File: config.mk
export PLATFORM = sky130hd
export DESIGN_NAME = alarm_output_driver_flat
export DESIGN_NICKNAME = d
export VERILOG_FILES = /design/src/rtl/alarm_output_driver_if.sv /design/src/rtl/alarm_output_driver.sv /design/src/flat_wrapper.sv
export SDC_FILE = /design/constraint.sdc
export NUM_CORES = 1
export LEC_CHECK = 0
export CELL_PAD_IN_SITES_DETAIL_PLACEMENT = 0
export CELL_PAD_IN_SITES_GLOBAL_PLACEMENT = 1
export CORE_ASPECT_RATIO = 2
export CORE_MARGIN = 3
export CORE_UTILIZATION = 30
export CTS_CLUSTER_SIZE = 14
export DETAILED_ROUTE_END_ITERATION = 8
export MAX_ROUTING_LAYER = met4
export PLACE_DENSITY = 0.63
export SLEW_MARGIN = 15
export SYNTH_ARGS = -nofsm -noshare
export SYNTH_HDL_FRONTEND = slang
export SYNTH_SLANG_ARGS = --single-unit
File: constraint.sdc
create_clock -name clk -period 2.8 [get_ports clk]
set_input_delay 0.42 -clock clk [delete_from_list [all_inputs] [get_ports clk]]
set_output_delay 0.42 -clock clk [all_outputs]
set_load 0.01 [all_outputs]
File: src/rtl/alarm_output_driver_if.sv
// alarm_output_driver_if: alarm FSM level requests in, pad/relay drives out.
// master = car_alarm_fsm side, slave = output driver side.
interface alarm_output_driver_if;
  logic system_arm;
  logic siren;
  logic led;
  logic fuel_pump_power;
  logic led_out;
  logic siren_out;
  logic pump_relay;
  logic siren_timeout;

  modport master (
    output system_arm, siren, led, fuel_pump_power,
    input  led_out, siren_out, pump_relay, siren_timeout
  );

  modport slave (
    input  system_arm, siren, led, fuel_pump_power,
    output led_out, siren_out, pump_relay, siren_timeout
  );
endinterface

File: src/rtl/alarm_output_driver.sv
// alarm_output_driver: LED blink, siren cadence/time-limit and
// fuel-pump enable delay between car_alarm_fsm and the output pads.
module alarm_output_driver #(
  parameter int TICK_DIV         = 4,
  parameter int LED_ON_TICKS     = 2,
  parameter int LED_OFF_TICKS    = 6,
  parameter int SIREN_ON_TICKS   = 3,
  parameter int SIREN_OFF_TICKS  = 2,
  parameter int SIREN_MAX_TICKS  = 30,
  parameter int PUMP_DELAY_TICKS = 2
) (
  input  logic                 clk,
  input  logic                 rst,
  alarm_output_driver_if.slave bus
);

  localparam int LED_MAX =
    (LED_ON_TICKS > LED_OFF_TICKS) ? LED_ON_TICKS : LED_OFF_TICKS;
  localparam int SPH_MAX =
    (SIREN_ON_TICKS > SIREN_OFF_TICKS) ? SIREN_ON_TICKS
                                       : SIREN_OFF_TICKS;

  localparam int PW = (TICK_DIV > 1) ? $clog2(TICK_DIV) : 1;
  localparam int LW = (LED_MAX > 1) ? $clog2(LED_MAX) : 1;
  localparam int SW = (SPH_MAX > 1) ? $clog2(SPH_MAX) : 1;
  localparam int TW =
    (SIREN_MAX_TICKS > 1) ? $clog2(SIREN_MAX_TICKS) : 1;
  localparam int DW =
    (PUMP_DELAY_TICKS > 1) ? $clog2(PUMP_DELAY_TICKS) : 1;

  localparam logic [PW-1:0] PRE_LAST = PW'(TICK_DIV - 1);
  localparam logic [LW-1:0] LON_LAST = LW'(LED_ON_TICKS - 1);
  localparam logic [LW-1:0] LOFF_LAST = LW'(LED_OFF_TICKS - 1);
  localparam logic [SW-1:0] SON_LAST = SW'(SIREN_ON_TICKS - 1);
  localparam logic [SW-1:0] SOFF_LAST = SW'(SIREN_OFF_TICKS - 1);
  localparam logic [TW-1:0] TOT_LAST = TW'(SIREN_MAX_TICKS - 1);
  localparam logic [DW-1:0] DLY_LAST =
    DW'((PUMP_DELAY_TICKS > 0) ? PUMP_DELAY_TICKS - 1 : 0);

  typedef enum logic [1:0] {
    LED_OFF,
    LED_SLOW,
    LED_FAST
  } led_mode_t;

  typedef enum logic [1:0] {
    S_IDLE,
    S_ON,
    S_OFF,
    S_MUTED
  } siren_st_t;

  typedef enum logic [1:0] {
    P_OFF,
    P_WAIT,
    P_ON
  } pump_st_t;

  logic [PW-1:0] pre_cnt;
  logic          tick;

  led_mode_t     led_mode;
  led_mode_t     led_want;
  logic [LW-1:0] lcnt;
  logic          lvl;
  logic          led_q;

  siren_st_t     st;
  logic [SW-1:0] scnt;
  logic [TW-1:0] tcnt;
  logic          siren_q;
  logic          tmo_q;

  pump_st_t      pst;
  logic [DW-1:0] dcnt;
  logic          relay_q;

  assign tick = (pre_cnt == PRE_LAST);

  assign bus.led_out       = led_q;
  assign bus.siren_out     = siren_q;
  assign bus.pump_relay    = relay_q;
  assign bus.siren_timeout = tmo_q;

  // Free-running tick prescaler, wraps after TICK_DIV cycles.
  always_ff @(posedge clk) begin
    if (rst) begin
      pre_cnt <= '0;
    end else if (tick) begin
      pre_cnt <= '0;
    end else begin
      pre_cnt <= pre_cnt + 1'b1;
    end
  end

  // LED mode selection: led request beats armed status.
  always_comb begin
    led_want = LED_OFF;
    if (bus.led) begin
      led_want = LED_FAST;
    end else if (bus.system_arm) begin
      led_want = LED_SLOW;
    end
  end

  // LED pattern: mode change restarts at the lit entry state.
  always_ff @(posedge clk) begin
    if (rst) begin
      led_mode <= LED_OFF;
      lcnt     <= '0;
      lvl      <= 1'b0;
      led_q    <= 1'b0;
    end else begin
      led_q <= lvl;
      if (led_want != led_mode) begin
        led_mode <= led_want;
        lcnt     <= '0;
        lvl      <= (led_want != LED_OFF);
      end else if (tick) begin
        case (led_mode)
          LED_FAST: lvl <= ~lvl;
          LED_SLOW: begin
            if (lvl && lcnt == LON_LAST) begin
              lvl  <= 1'b0;
              lcnt <= '0;
            end else if (!lvl && lcnt == LOFF_LAST) begin
              lvl  <= 1'b1;
              lcnt <= '0;
            end else begin
              lcnt <= lcnt + 1'b1;
            end
          end
          default: begin
            lvl  <= 1'b0;
            lcnt <= '0;
          end
        endcase
      end
    end
  end

  // Siren cadence with total sounding limit; a drop wins over mute.
  always_ff @(posedge clk) begin
    if (rst) begin
      st      <= S_IDLE;
      scnt    <= '0;
      tcnt    <= '0;
      siren_q <= 1'b0;
      tmo_q   <= 1'b0;
    end else begin
      siren_q <= (st == S_ON);
      tmo_q   <= (st == S_MUTED);
      unique case (st)
        S_IDLE: begin
          if (bus.siren) begin
            st   <= S_ON;
            scnt <= '0;
            tcnt <= '0;
          end
        end
        S_ON, S_OFF: begin
          if (!bus.siren) begin
            st <= S_IDLE;
          end else if (tick) begin
            if (tcnt == TOT_LAST) begin
              st <= S_MUTED;
            end else begin
              tcnt <= tcnt + 1'b1;
              if (st == S_ON && scnt == SON_LAST) begin
                st   <= S_OFF;
                scnt <= '0;
              end else if (st == S_OFF && scnt == SOFF_LAST) begin
                st   <= S_ON;
                scnt <= '0;
              end else begin
                scnt <= scnt + 1'b1;
              end
            end
          end
        end
        S_MUTED: begin
          if (!bus.siren) begin
            st <= S_IDLE;
          end
        end
        default: st <= S_IDLE;
      endcase
    end
  end

  // Fuel pump enable delay; any drop restarts the delay.
  always_ff @(posedge clk) begin
    if (rst) begin
      pst     <= P_OFF;
      dcnt    <= '0;
      relay_q <= 1'b0;
    end else begin
      relay_q <= (pst == P_ON);
      if (!bus.fuel_pump_power) begin
        pst  <= P_OFF;
        dcnt <= '0;
      end else begin
        unique case (pst)
          P_OFF: begin
            dcnt <= '0;
            pst  <= (PUMP_DELAY_TICKS == 0) ? P_ON : P_WAIT;
          end
          P_WAIT: begin
            if (tick) begin
              if (dcnt == DLY_LAST) begin
                pst <= P_ON;
              end else begin
                dcnt <= dcnt + 1'b1;
              end
            end
          end
          P_ON: pst <= P_ON;
          default: pst <= P_OFF;
        endcase
      end
    end
  end

endmodule

File: src/flat_wrapper.sv
// flat-port wrapper written by rule: the top's interface ports become plain ports
module alarm_output_driver_flat 
#(
  parameter int TICK_DIV         = 4,
  parameter int LED_ON_TICKS     = 2,
  parameter int LED_OFF_TICKS    = 6,
  parameter int SIREN_ON_TICKS   = 3,
  parameter int SIREN_OFF_TICKS  = 2,
  parameter int SIREN_MAX_TICKS  = 30,
  parameter int PUMP_DELAY_TICKS = 2
)
  (clk, rst, bus_system_arm, bus_siren, bus_led, bus_fuel_pump_power, bus_led_out, bus_siren_out, bus_pump_relay, bus_siren_timeout);
  alarm_output_driver_if bus_i ();
  input  logic clk;
  input  logic rst;
  input wire logic [$bits(bus_i.system_arm)-1:0] bus_system_arm;
  input wire logic [$bits(bus_i.siren)-1:0] bus_siren;
  input wire logic [$bits(bus_i.led)-1:0] bus_led;
  input wire logic [$bits(bus_i.fuel_pump_power)-1:0] bus_fuel_pump_power;
  output wire logic [$bits(bus_i.led_out)-1:0] bus_led_out;
  output wire logic [$bits(bus_i.siren_out)-1:0] bus_siren_out;
  output wire logic [$bits(bus_i.pump_relay)-1:0] bus_pump_relay;
  output wire logic [$bits(bus_i.siren_timeout)-1:0] bus_siren_timeout;
  assign bus_i.system_arm = bus_system_arm;
  assign bus_i.siren = bus_siren;
  assign bus_i.led = bus_led;
  assign bus_i.fuel_pump_power = bus_fuel_pump_power;
  assign bus_led_out = bus_i.led_out;
  assign bus_siren_out = bus_i.siren_out;
  assign bus_pump_relay = bus_i.pump_relay;
  assign bus_siren_timeout = bus_i.siren_timeout;
  alarm_output_driver #(.TICK_DIV(TICK_DIV), .LED_ON_TICKS(LED_ON_TICKS), .LED_OFF_TICKS(LED_OFF_TICKS), .SIREN_ON_TICKS(SIREN_ON_TICKS), .SIREN_OFF_TICKS(SIREN_OFF_TICKS), .SIREN_MAX_TICKS(SIREN_MAX_TICKS), .PUMP_DELAY_TICKS(PUMP_DELAY_TICKS)) u_core (.clk(clk), .rst(rst), .bus(bus_i));
endmodule
==> qor.yml, run 1 <==
status:
  status: "finished, final reports clean"
floorplan:
  start_util_pct: 31.4
  ioPinCount: 10
  die_y_um: 98.9
  fp.dieW_um: 52.5
  core-area_mm2: 0.00413
  row_count: 33
  die_area_mm2: 0.00519
final_layout:
  syn_to_final_growth_pct: 17.0
  drive_gt1_share_pct: 6.21
  fin_area_mm2: 0.00152
  final_cells: 213
  finish.utilization_pct: 36.7
  fill_cells: 449
  n_antenna_cell: 0
  fin_nets: 182
min_path:
  min_from: "u_core.pre_cnt[0]"
  hold_path.class: "reg2reg"
yosys:
  synthTopCellsByArea: "dfxtp_1 (37%), ha_1 (14%), inv_1 (4.3%), nor2_1 (4.1%), a21oi_1 (3.9%)"
  synth-seq-cells: 24
  ys_warn_count: 0
  ys_types: 42
  synth_ff_type: "dfxtp_1"
  synthesis.nets: 170
  async_flop_share_pct: 0
  synthesis.area_mm2: 0.00129
  synth_top_cell_area_share_pct: 37.1
  synth-edff-count: 0
  syn_area_per_cell_um2: 8.63
  netlist_instances: 150
  ys_seq_area_share_pct: 37.1
  yosys.area.top_type: "dfxtp_1"
cts:
  cts_buffers: 3
  htree_num_levels: 1
  cts.sinks: 24
  holdBufCountCts: 0
  clk_pin_slew_worst_paths_ns: 0.09
  clockRootBuffer: "clkbuf_8"
  postCtsResizedCells: 0
  cts_tree: "done"
  clockBufferDepth: 2
  postCtsSetupBuffers: 0
  worstSkewPairLatency_ns: 0.26
global_routing:
  gr-total-overflow: 0
  grtUsageTotal_pct: 12.3
  grt_pass1_wl_um: 4790
  grt_max_degree: 18
  grt_pass1_vias: 1106
  antenna_found_initial: 0
route:
  vias: 1084
  final_antenna_net_count: 0
  wirelength_um: 2800
  drtIter0Drc: 17
  wl_per_cell_um: 13.2
  first_pass_iters: 4
  vias_per_cell: 5.09
  drc: 0
worst_setup_path:
  r2r_start: "u_core.st[1]"
  cp_slowest_cell: "a2111oi_0"
  crit_type: "reg2reg"
  endpoint_kind: "register"
  cp_num_buf_inv: 1
  critical_path_required_ns: 2.96
  slowest_delay_ns: 0.49
  worstPathMaxFanout: 11
  crit_family: "compound AO/OA/AOI/OAI gates"
  crit_arrival_ns: 2.15
  crit_start: "u_core.st[1]"
  cp-start-kind: "register"
  path_cells: "inv_1 -> ha_1 -> nand2_1 -> a2111oi_0 -> o21ai_0 -> o311a_1"
power_and_ir_drop:
  max-vdd-ir-drop_mv: 0.414
  p_leak_nw: 0.568
  power_per_cell_area_mw_per_mm2: 514
timing:
  timing.hold.ws_ns: 0.434
  fmax_mhz: 504
  finalHoldViolCount: 0
  fin_skew_ns: 0.00166
  relSlewSlack_pct: 65.1
  report.final.slew_viol_count: 0
  final.setup.tns_ns: 0
  max_slew.worst_pin.slew_ns: 0.510
  rsz0062_at_grt: "false"
  setup-violations-final: 0
  min_period_ns: 1.98
  fin_crit_sh_pct: 70.9
placed_design:
  dp_hpwl_um: 2240
  numPortBuffers: 9
  dp.cells: 209
  dpl_cell_area_mm2: 0.00144
  place.gp.congestion: 0.736
run:
  cap_violations: 0
==> through the flow <==
step / power, mW / worst slack (ns)
6_report: 0.778 / 0.815
5_1_grt: 0.814 / 0.560
4_1_cts: 0.790 / 0.828
3_5_place_dp: 0.484 / 0.777
3_3_place_gp: 0.482 / 0.862
2_1_floorplan: 0.446 / 1.13
==> final timing paths <==
check                      end  slack (ns)  cells after the start
max               u_core.st[0]        0.82                      6
min          u_core.pre_cnt[0]        0.43                      1
max reg2reg       u_core.st[0]        0.82                      6
min reg2reg  u_core.pre_cnt[0]        0.43                      1
==> cell usage in the layout (no fill, tap or decap), types with 2 or more instances in the layout <==
cell	count
a21boi_0	2
nand2_1	8
nand3_1	5
nor2_1	14
nor3b_1	2
xor2_1	2
a31oi_1	2
inv_1	15
a211oi_1	3
o21ai_0	7
clkbuf_8	3
nor2b_1	8
or3_1	2
a21oi_1	10
dfxtp_1	24
nand2b_1	4
a311oi_1	3
clkdlybuf4s50_1	9
ha_1	14
==> logic make-up (layout without fill, tap and decap cells) <==
kind of cell / after synthesis / in the layout / share of synthesized area, %
DFF: 24 / 24 / 37.1
and+or+nand+nor: 55 / 55 / 23.2
adders and majority gates: 14 / 14 / 13.5
buffers and inverters: 18 / 29 / 5.41
AOI/OAI and AO/OA: 35 / 35 / 18.0
muxes: 1 / 1 / 0.773
xor gates and xnor gates: 3 / 3 / 2.03
==> flip-flops by register name (all words and copies together), names as in the netlist <==
register / cells
u_core.bus.pump_relay: 1
u_core.tcnt: 5
u_core.lvl: 1
u_core.led_mode: 2
u_core.pre_cnt: 2
u_core.lcnt: 3
u_core.bus.siren_timeout: 1
u_core.st: 2
u_core.bus.led_out: 1
u_core.dcnt: 1
u_core.scnt: 2
u_core.bus.siren_out: 1
u_core.pst: 2
==> synthesized netlist by cell type (2+ instances only) <==
library cell / instances
nor2b_1: 8
ha_1: 14
a31oi_1: 2
nand2_1: 8
o21ai_0: 7
nand3_1: 5
inv_1: 15
a311oi_1: 3
a21oi_1: 10
xor2_1: 2
a211oi_1: 3
nand2b_1: 4
nor3b_1: 2
or3_1: 2
nor2_1: 14
dfxtp_1: 24
a21boi_0: 2
==> layer usage <==
| layer | up-vias | track usage (%) | share of wire [%] |
|---|---|---|---|
| met5 | - | - | 0 |
| met2 | 15 | 23.5 | 59 |
| met1 | 515 | 11.9 | 37 |
| li1 | 552 | - | - |
| met4 | 0 | 4.13 | 1.0 |
| met3 | 2 | 1.66 | 3.0 |
==> where the power goes <==
| group | leakage [nW] | internal, mW | switching, mW |
|---|---|---|---|
| combinational | 0.336 | 0.0465 | 0.0633 |
| sequential | 0.196 | 0.355 | 0.00980 |
| clock | 0.0357 | 0.191 | 0.113 |
==> cell type report <==
| class | instances | area (µm²) | share of cell area, % |
|---|---|---|---|
| Multi-Input combinational cell | 108 | 744 | 49.1 |
| Sequential cell | 24 | 480 | 31.7 |
| Timing Repair Buffer | 10 | 97.6 | 6.44 |
| Tap cell | 52 | 65.1 | 4.29 |
| Inverter | 15 | 56.3 | 3.72 |
| Clock buffer | 3 | 41.3 | 2.73 |
| Clock inverter | 1 | 30.0 | 1.98 |
No activity file was read; power rests on OpenSTA's default activity.
==> run 2, diff against run 1 <==
- clock period: 2.8 -> 1.83 ns (I/O delays scaled with it)
==> qor.yml, run 2 (synthesis gave the netlist of run 1 again) <==
cts:
  htree_num_levels: 1  # unchanged
  clk_pin_slew_worst_paths_ns: 0.09  # about the same
  postCtsSetupBuffers: 0  # unchanged
  cts_buffers: 3  # unchanged
  cts.sinks: 24  # unchanged
  worstSkewPairLatency_ns: 0.26  # about the same
  cts_tree: "done"
  postCtsResizedCells: 0  # unchanged
  clockRootBuffer: "clkbuf_8"
  clockBufferDepth: 2  # unchanged
  holdBufCountCts: 0  # unchanged
global_routing:
  gr-total-overflow: 0  # unchanged
  grt_pass1_vias: 1156  # +4.5%
  grt_max_degree: 17  # -1
  antenna_found_initial: 0  # unchanged
  grt_pass1_wl_um: 5040  # +5.2%
  grtUsageTotal_pct: 12.9  # +0.54 points
timing:
  rsz0062_at_grt: "false"
  fin_crit_sh_pct: 92.5  # +22 points
  report.final.slew_viol_count: 0  # unchanged
  setup-violations-final: 0  # unchanged
  fin_skew_ns: 0.00154  # -0.000125 ns
  fmax_mhz: 591  # +17%
  relSlewSlack_pct: 74.8  # +9.7 points
  finalHoldViolCount: 0  # unchanged
  final.setup.tns_ns: 0  # unchanged
  max_slew.worst_pin.slew_ns: 0.374  # -0.136 ns
  min_period_ns: 1.69  # -0.291 ns
final_layout:
  regArea_um2: 482  # +0.26%
  final_cells: 221  # +3.8%
  largest_reg_flops: 5  # unchanged
  n_antenna_cell: 0  # unchanged
  largest_register: "u_core.tcnt"
  top_regs: "u_core.tcnt: 5 flops, u_core.lcnt: 3 flops"
  layout_commonest_cell: "dfxtp_1"
  multiInputGateArea_um2: 758  # +1.8%
  fill_cells: 432  # -3.8%
  fin_nets: 190  # +4.4%
  syn_to_final_growth_pct: 21.5
  drive_gt1_share_pct: 13.0  # +6.8 points
  mostFrequentLayoutCells: "dfxtp_1 (23), inv_1 (15), nor2_1 (14)"
worst_setup_path:
  slowest_delay_ns: 0.52  # +0.03 ns
  worstReg2RegEnd: "u_core.st[1]"
  crit_arrival_ns: 1.89  # -0.26 ns
  cp-start-kind: "register"
  worstPathMaxFanout: 7  # -4
  r2r_start: "u_core.st[0]"
  setup.worst_path.end: "u_core.st[1]"
  crit_start: "u_core.st[0]"
  path_cells: "inv_1 -> ha_2 -> nand2_1 -> or4_1 -> a21oi_1"
  critical_path_required_ns: 2.03  # -0.93 ns
  crit_type: "reg2reg"
  rrSetupSlack_ns: 0.14  # -0.68 ns
  endpoint_kind: "register"
  cp_slowest_cell: "or4_1"
  ff2ff_path_depth: 5  # -1
status:
  status: "finished, final reports clean"
floorplan:
  fp.dieW_um: 52.5  # unchanged
  row_count: 33  # unchanged
  ioPinCount: 10  # unchanged
  core-area_mm2: 0.00413  # unchanged
  die_area_mm2: 0.00519  # unchanged
  die_y_um: 98.9  # unchanged
  start_util_pct: 31.4  # unchanged
min_path:
  hold_path.class: "reg2reg"
route:
  vias: 1127  # +4.0%
  wl_per_cell_um: 13.3  # +0.95%
  drtIter0Drc: 26  # +9
  first_pass_iters: 4  # unchanged
  drc: 0  # unchanged
  vias_per_cell: 5.10  # +0.20%
  wirelength_um: 2940  # +4.7%
  final_antenna_net_count: 0  # unchanged
placed_design:
  dp_hpwl_um: 2300  # +2.8%
  place.gp.congestion: 0.847  # +15%
  numPortBuffers: 9  # unchanged
  dp.cells: 217  # +3.8%
power_and_ir_drop:
  p_leak_nw: 0.602  # +6.0%
  max-vdd-ir-drop_mv: 0.388  # -6.4%
  power_per_cell_area_mw_per_mm2: 714  # +39%
run:
  cap_violations: 0  # unchanged
## run 2: through the flow
stage	instance area [µm²]	total power, mW	hold slack [ns]	util (%)	worst slack [ns]
final	1570	1.12	0.440	38.1	0.137
after detailed placement	1500	0.767	0.426	36.4	0.00199
after global routing	1570	1.19	0.462	38.1	0.00183
after global placement	1500	0.761	0.416	36.4	0.0292
after CTS	1560	1.14	0.439	37.8	0.0214
after floorplan	1290	0.683	0.346	-	0.157
## run 2: worst min-delay path by stage
stage / end / slack, ns / cells past startpoint / startpoint
detailed placement: u_core.pre_cnt[0] / 0.43 / 1 / u_core.pre_cnt[0]
global route: u_core.pre_cnt[0] / 0.46 / 1 / u_core.pre_cnt[0]
global placement: u_core.pre_cnt[0] / 0.42 / 1 / u_core.pre_cnt[0]
finish: u_core.pre_cnt[0] / 0.44 / 1 / u_core.pre_cnt[0]
CTS: u_core.pre_cnt[0] / 0.44 / 1 / u_core.pre_cnt[0]
floorplan: u_core.bus.led_out / 0.35 / 1 / rst
## run 2: metal layers
metal  vias up  track usage (%)  wire [µm]
met5         -                -          0
met3         2             1.36         66
li1        565                -          -
met1       541             14.0       1100
met2        19             23.2       1740
met4         0             4.13         29
## run 2: power breakdown
part	leakage, nW	switching, mW	internal (mW)
Clock	0.0288	0.173	0.192
Sequential	0.196	0.0152	0.543
Combinational	0.377	0.106	0.0936
Total	0.602	0.294	0.829
## run 2: critical path: cells and delay by family, from the launching register on
kind / cells / cell delay [ns]
and+or+nand+nor: 2 / 0.63
DFF: 1 / 0.38
adders and majority gates: 1 / 0.38
buffers and inverters: 1 / 0.09
AOI/OAI and AO/OA: 1 / 0.15
## run 2: layout make-up
cell class                 instances  share of cell area, %
multi-input combinational        108                   48.2
sequential                        24                   30.6
timing repair buffer              18                   10.0
tap                               52                   4.13
inverter                          15                   3.58
clock buffer                       4                   3.50
==> run 3, diff against run 2 <==
- ABC_AREA: not set -> 1
- CORE_MARGIN: 3 -> 2
- PLACE_DENSITY: 0.63 -> 0.65
==> qor.yml, run 3 <==
yosys:
  synth_top_cell_area_share_pct: 35.4  # -1.7 points
  muxShareOfSynthArea_pct: 0  # -0.77 points
  yosys.cell_count.top_type: "nand2_1"
  netlist_instances: 192  # +28%
  synth_fa_ha_area_share_pct: 12.9  # -0.62 points
  synth_commonest_cells: "nand2_1 (39), nor2_1 (27), inv_1 (25)"
  synth-xor-area-share_pct: 2.58  # +0.55 points
  synth-seq-cells: 24  # unchanged
  yosys.area.top_type: "dfxtp_1"
  ys_types: 22  # -48%
  synth_ff_type: "dfxtp_1"
  ys_seq_area_share_pct: 35.4  # -1.7 points
  synth_compound_area_share_pct: 7.19  # -11 points
  syn_area_per_cell_um2: 7.07  # -18%
  ys_warn_count: 0  # unchanged
  synthesis.nets: 212  # +25%
  synthesis.area_mm2: 0.00136  # +4.8%
  async_flop_share_pct: 0  # unchanged
  synth-simple-area-share_pct: 33.4  # +10 points
  synthTopCellsByArea: "dfxtp_1 (35%), ha_1 (13%), nand2_1 (11%), nor2_1 (7.5%), nand3_1 (7.4%)"
  synth_top_family_by_area: "simple AND/OR/NAND/NOR gates"
  synth-edff-count: 0  # unchanged
worst_setup_path:
  path_cells: "inv_1 -> ha_1 -> inv_1 -> o21ai_0 -> a21oi_2 -> nand2_1 -> nor2_1 -> nor2_1"
  endpoint_kind: "register"
  slowest_delay_ns: 0.42  # -0.10 ns
  worstPathMaxFanout: 5  # -2
  critical_path_required_ns: 2.01  # -0.02 ns
  crit_arrival_ns: 1.78  # -0.11 ns
  cp_slowest_cell: "dfxtp_1"
  cp-start-kind: "register"
  crit_type: "reg2reg"
route:
  drc: 0  # unchanged
  wirelength_um: 3020  # +2.8%
  vias_per_cell: 4.56  # -11%
  first_pass_iters: 3  # -1
  final_antenna_net_count: 0  # unchanged
  wl_per_cell_um: 11.5  # -13%
  drtIter0Drc: 21  # -19%
  vias: 1195  # +6.0%
timing:
  report.final.slew_viol_count: 0  # unchanged
  rsz0062_at_grt: "false"
  setup-violations-final: 0  # unchanged
  min_period_ns: 1.60  # -0.0930 ns
  finalHoldViolCount: 0  # unchanged
  final.setup.tns_ns: 0  # unchanged
  fin_skew_ns: 0.00964  # +0.00810 ns
  max_slew.worst_pin.slew_ns: 0.295  # -0.0788 ns
  timing.hold.ws_ns: 0.437  # -0.00229 ns
  fmax_mhz: 625  # +5.8%
  layout_setup_ws_ns: 0.230  # +0.0930 ns
  fin_crit_sh_pct: 87.4  # -5.1 points
  relSlewSlack_pct: 80.1  # +5.3 points
cts:
  cts_tree: "done"
  cts_buffers: 3  # unchanged
  htree_num_levels: 1  # unchanged
  clockRootBuffer: "clkbuf_8"
  postCtsSetupBuffers: 0  # unchanged
  cts.sinks: 24  # unchanged
  clk_pin_slew_worst_paths_ns: 0.09  # about the same
  clockBufferDepth: 2  # unchanged
  worstSkewPairLatency_ns: 0.27  # about the same
floorplan:
  fp.dieW_um: 51.6  # -1.7%
  ioPinCount: 10  # unchanged
  die_y_um: 99.1  # +0.22%
  start_util_pct: 31.3  # -0.078 points
  row_count: 34  # +3.0%
  core-area_mm2: 0.00434  # +5.1%
  die_area_mm2: 0.00511  # -1.5%
final_layout:
  fill_cells: 507  # +17%
  mostFrequentLayoutCells: "nand2_1 (39), nor2_1 (27), inv_1 (25)"
  largest_register: "u_core.tcnt"
  syn_to_final_growth_pct: 19.1
  layout_commonest_cell: "nand2_1"
  final_cells: 262  # +19%
  top_regs: "u_core.tcnt: 5 flops, u_core.lcnt: 3 flops"
  finish.utilization_pct: 37.3  # -0.87 points
  fin_area_mm2: 0.00162  # +2.7%
  n_antenna_cell: 0  # unchanged
  drive_gt1_share_pct: 10.1  # -2.9 points
  largest_reg_flops: 5  # unchanged
  fin_nets: 229  # +21%
placed_design:
  dp_slack_ns: 0.155  # +0.153 ns
  dpl_cell_area_mm2: 0.00154  # +2.5%
  dp.cells: 258  # +19%
  numPortBuffers: 9  # unchanged
  place.gp.congestion: 0.769  # -9.2%
  dp_hpwl_um: 2500  # +8.6%
power_and_ir_drop:
  power_mw: 2.02  # +80%
  p_leak_nw: 0.716  # +19%
  max-vdd-ir-drop_mv: 0.718  # +85%
  power_per_cell_area_mw_per_mm2: 1250  # +75%
global_routing:
  gr-total-overflow: 0  # unchanged
  grtUsageTotal_pct: 14.1  # +1.2 points
  grt_pass1_wl_um: 5290  # +5.1%
  antenna_found_initial: 0  # unchanged
  grt_pass1_vias: 1220  # +5.5%
  grt_max_degree: 15  # -2
min_path:
  hold_path.class: "reg2reg"
status:
  status: "finished, final reports clean"
run:
  cap_violations: 0  # unchanged
## run 3: cell count changes in the layout (fill, tap and decap cells not counted), moves of 8 or more
cell and delta:
nand2_1 +31, nand3_1 +15, nor2_1 +13, inv_1 +10, nor2b_1 -8
## run 3: logic make-up after synthesis
group,Yosys count
fa+ha+maj,14
flops,24
simple gates,101
compound gates,19
xor+xnor,4
buf+inv,30
## run 3: cell type report
| type | count | area [µm²] | share of cell area [%] |
|---|---|---|---|
| well taps | 54 | 67.6 | 4.18 |
| inverters | 28 | 105 | 6.50 |
| repair buffers | 14 | 128 | 7.89 |
| flip-flops and latches | 24 | 480 | 29.7 |
| multi-input cells | 138 | 764 | 47.3 |
| clock buffers | 3 | 41.3 | 2.55 |
| clock inverters | 1 | 30.0 | 1.86 |
## run 3: worst paths after layout
check                                       start                end  slack [ns]  cells after the start
worst min-delay path            u_core.pre_cnt[0]  u_core.pre_cnt[0]        0.44                      1
worst max register to register       u_core.st[1]       u_core.st[0]        0.23                      8
worst max-delay path                 u_core.st[1]       u_core.st[0]        0.23                      8
worst min register to register  u_core.pre_cnt[0]  u_core.pre_cnt[0]        0.44                      1
## run 3: metal layers
| metal | vias to the layer above | GRT usage (%) | share of wire, % |
|---|---|---|---|
| met5 | - | - | 0 |
| met4 | 0 | 5.47 | 1.9 |
| met3 | 5 | 1.50 | 1.6 |
| met2 | 10 | 28.3 | 62 |
| met1 | 547 | 12.4 | 35 |
| li1 | 633 | - | - |
## run 3: report_power, final
part,leakage [nW],internal [mW],switching (mW),total (mW)
Combinational,0.483,0.327,0.549,0.876
Clock,0.0357,0.293,0.174,0.467
Sequential,0.197,0.606,0.0742,0.680
Total,0.716,1.23,0.798,2.02
## run 3: critical path, delay by kind of cell, from the launching register on
family	cells	cell delay, ns
buf+inv	2	0.23
flops	1	0.42
compound gates	2	0.30
simple gates	3	0.25
fa+ha+maj	1	0.32
## run 3: repair_timing
action                     CTS  global route
setup endpoints to repair    0             1
gates resized for setup      0             1
hold buffers                 0             0
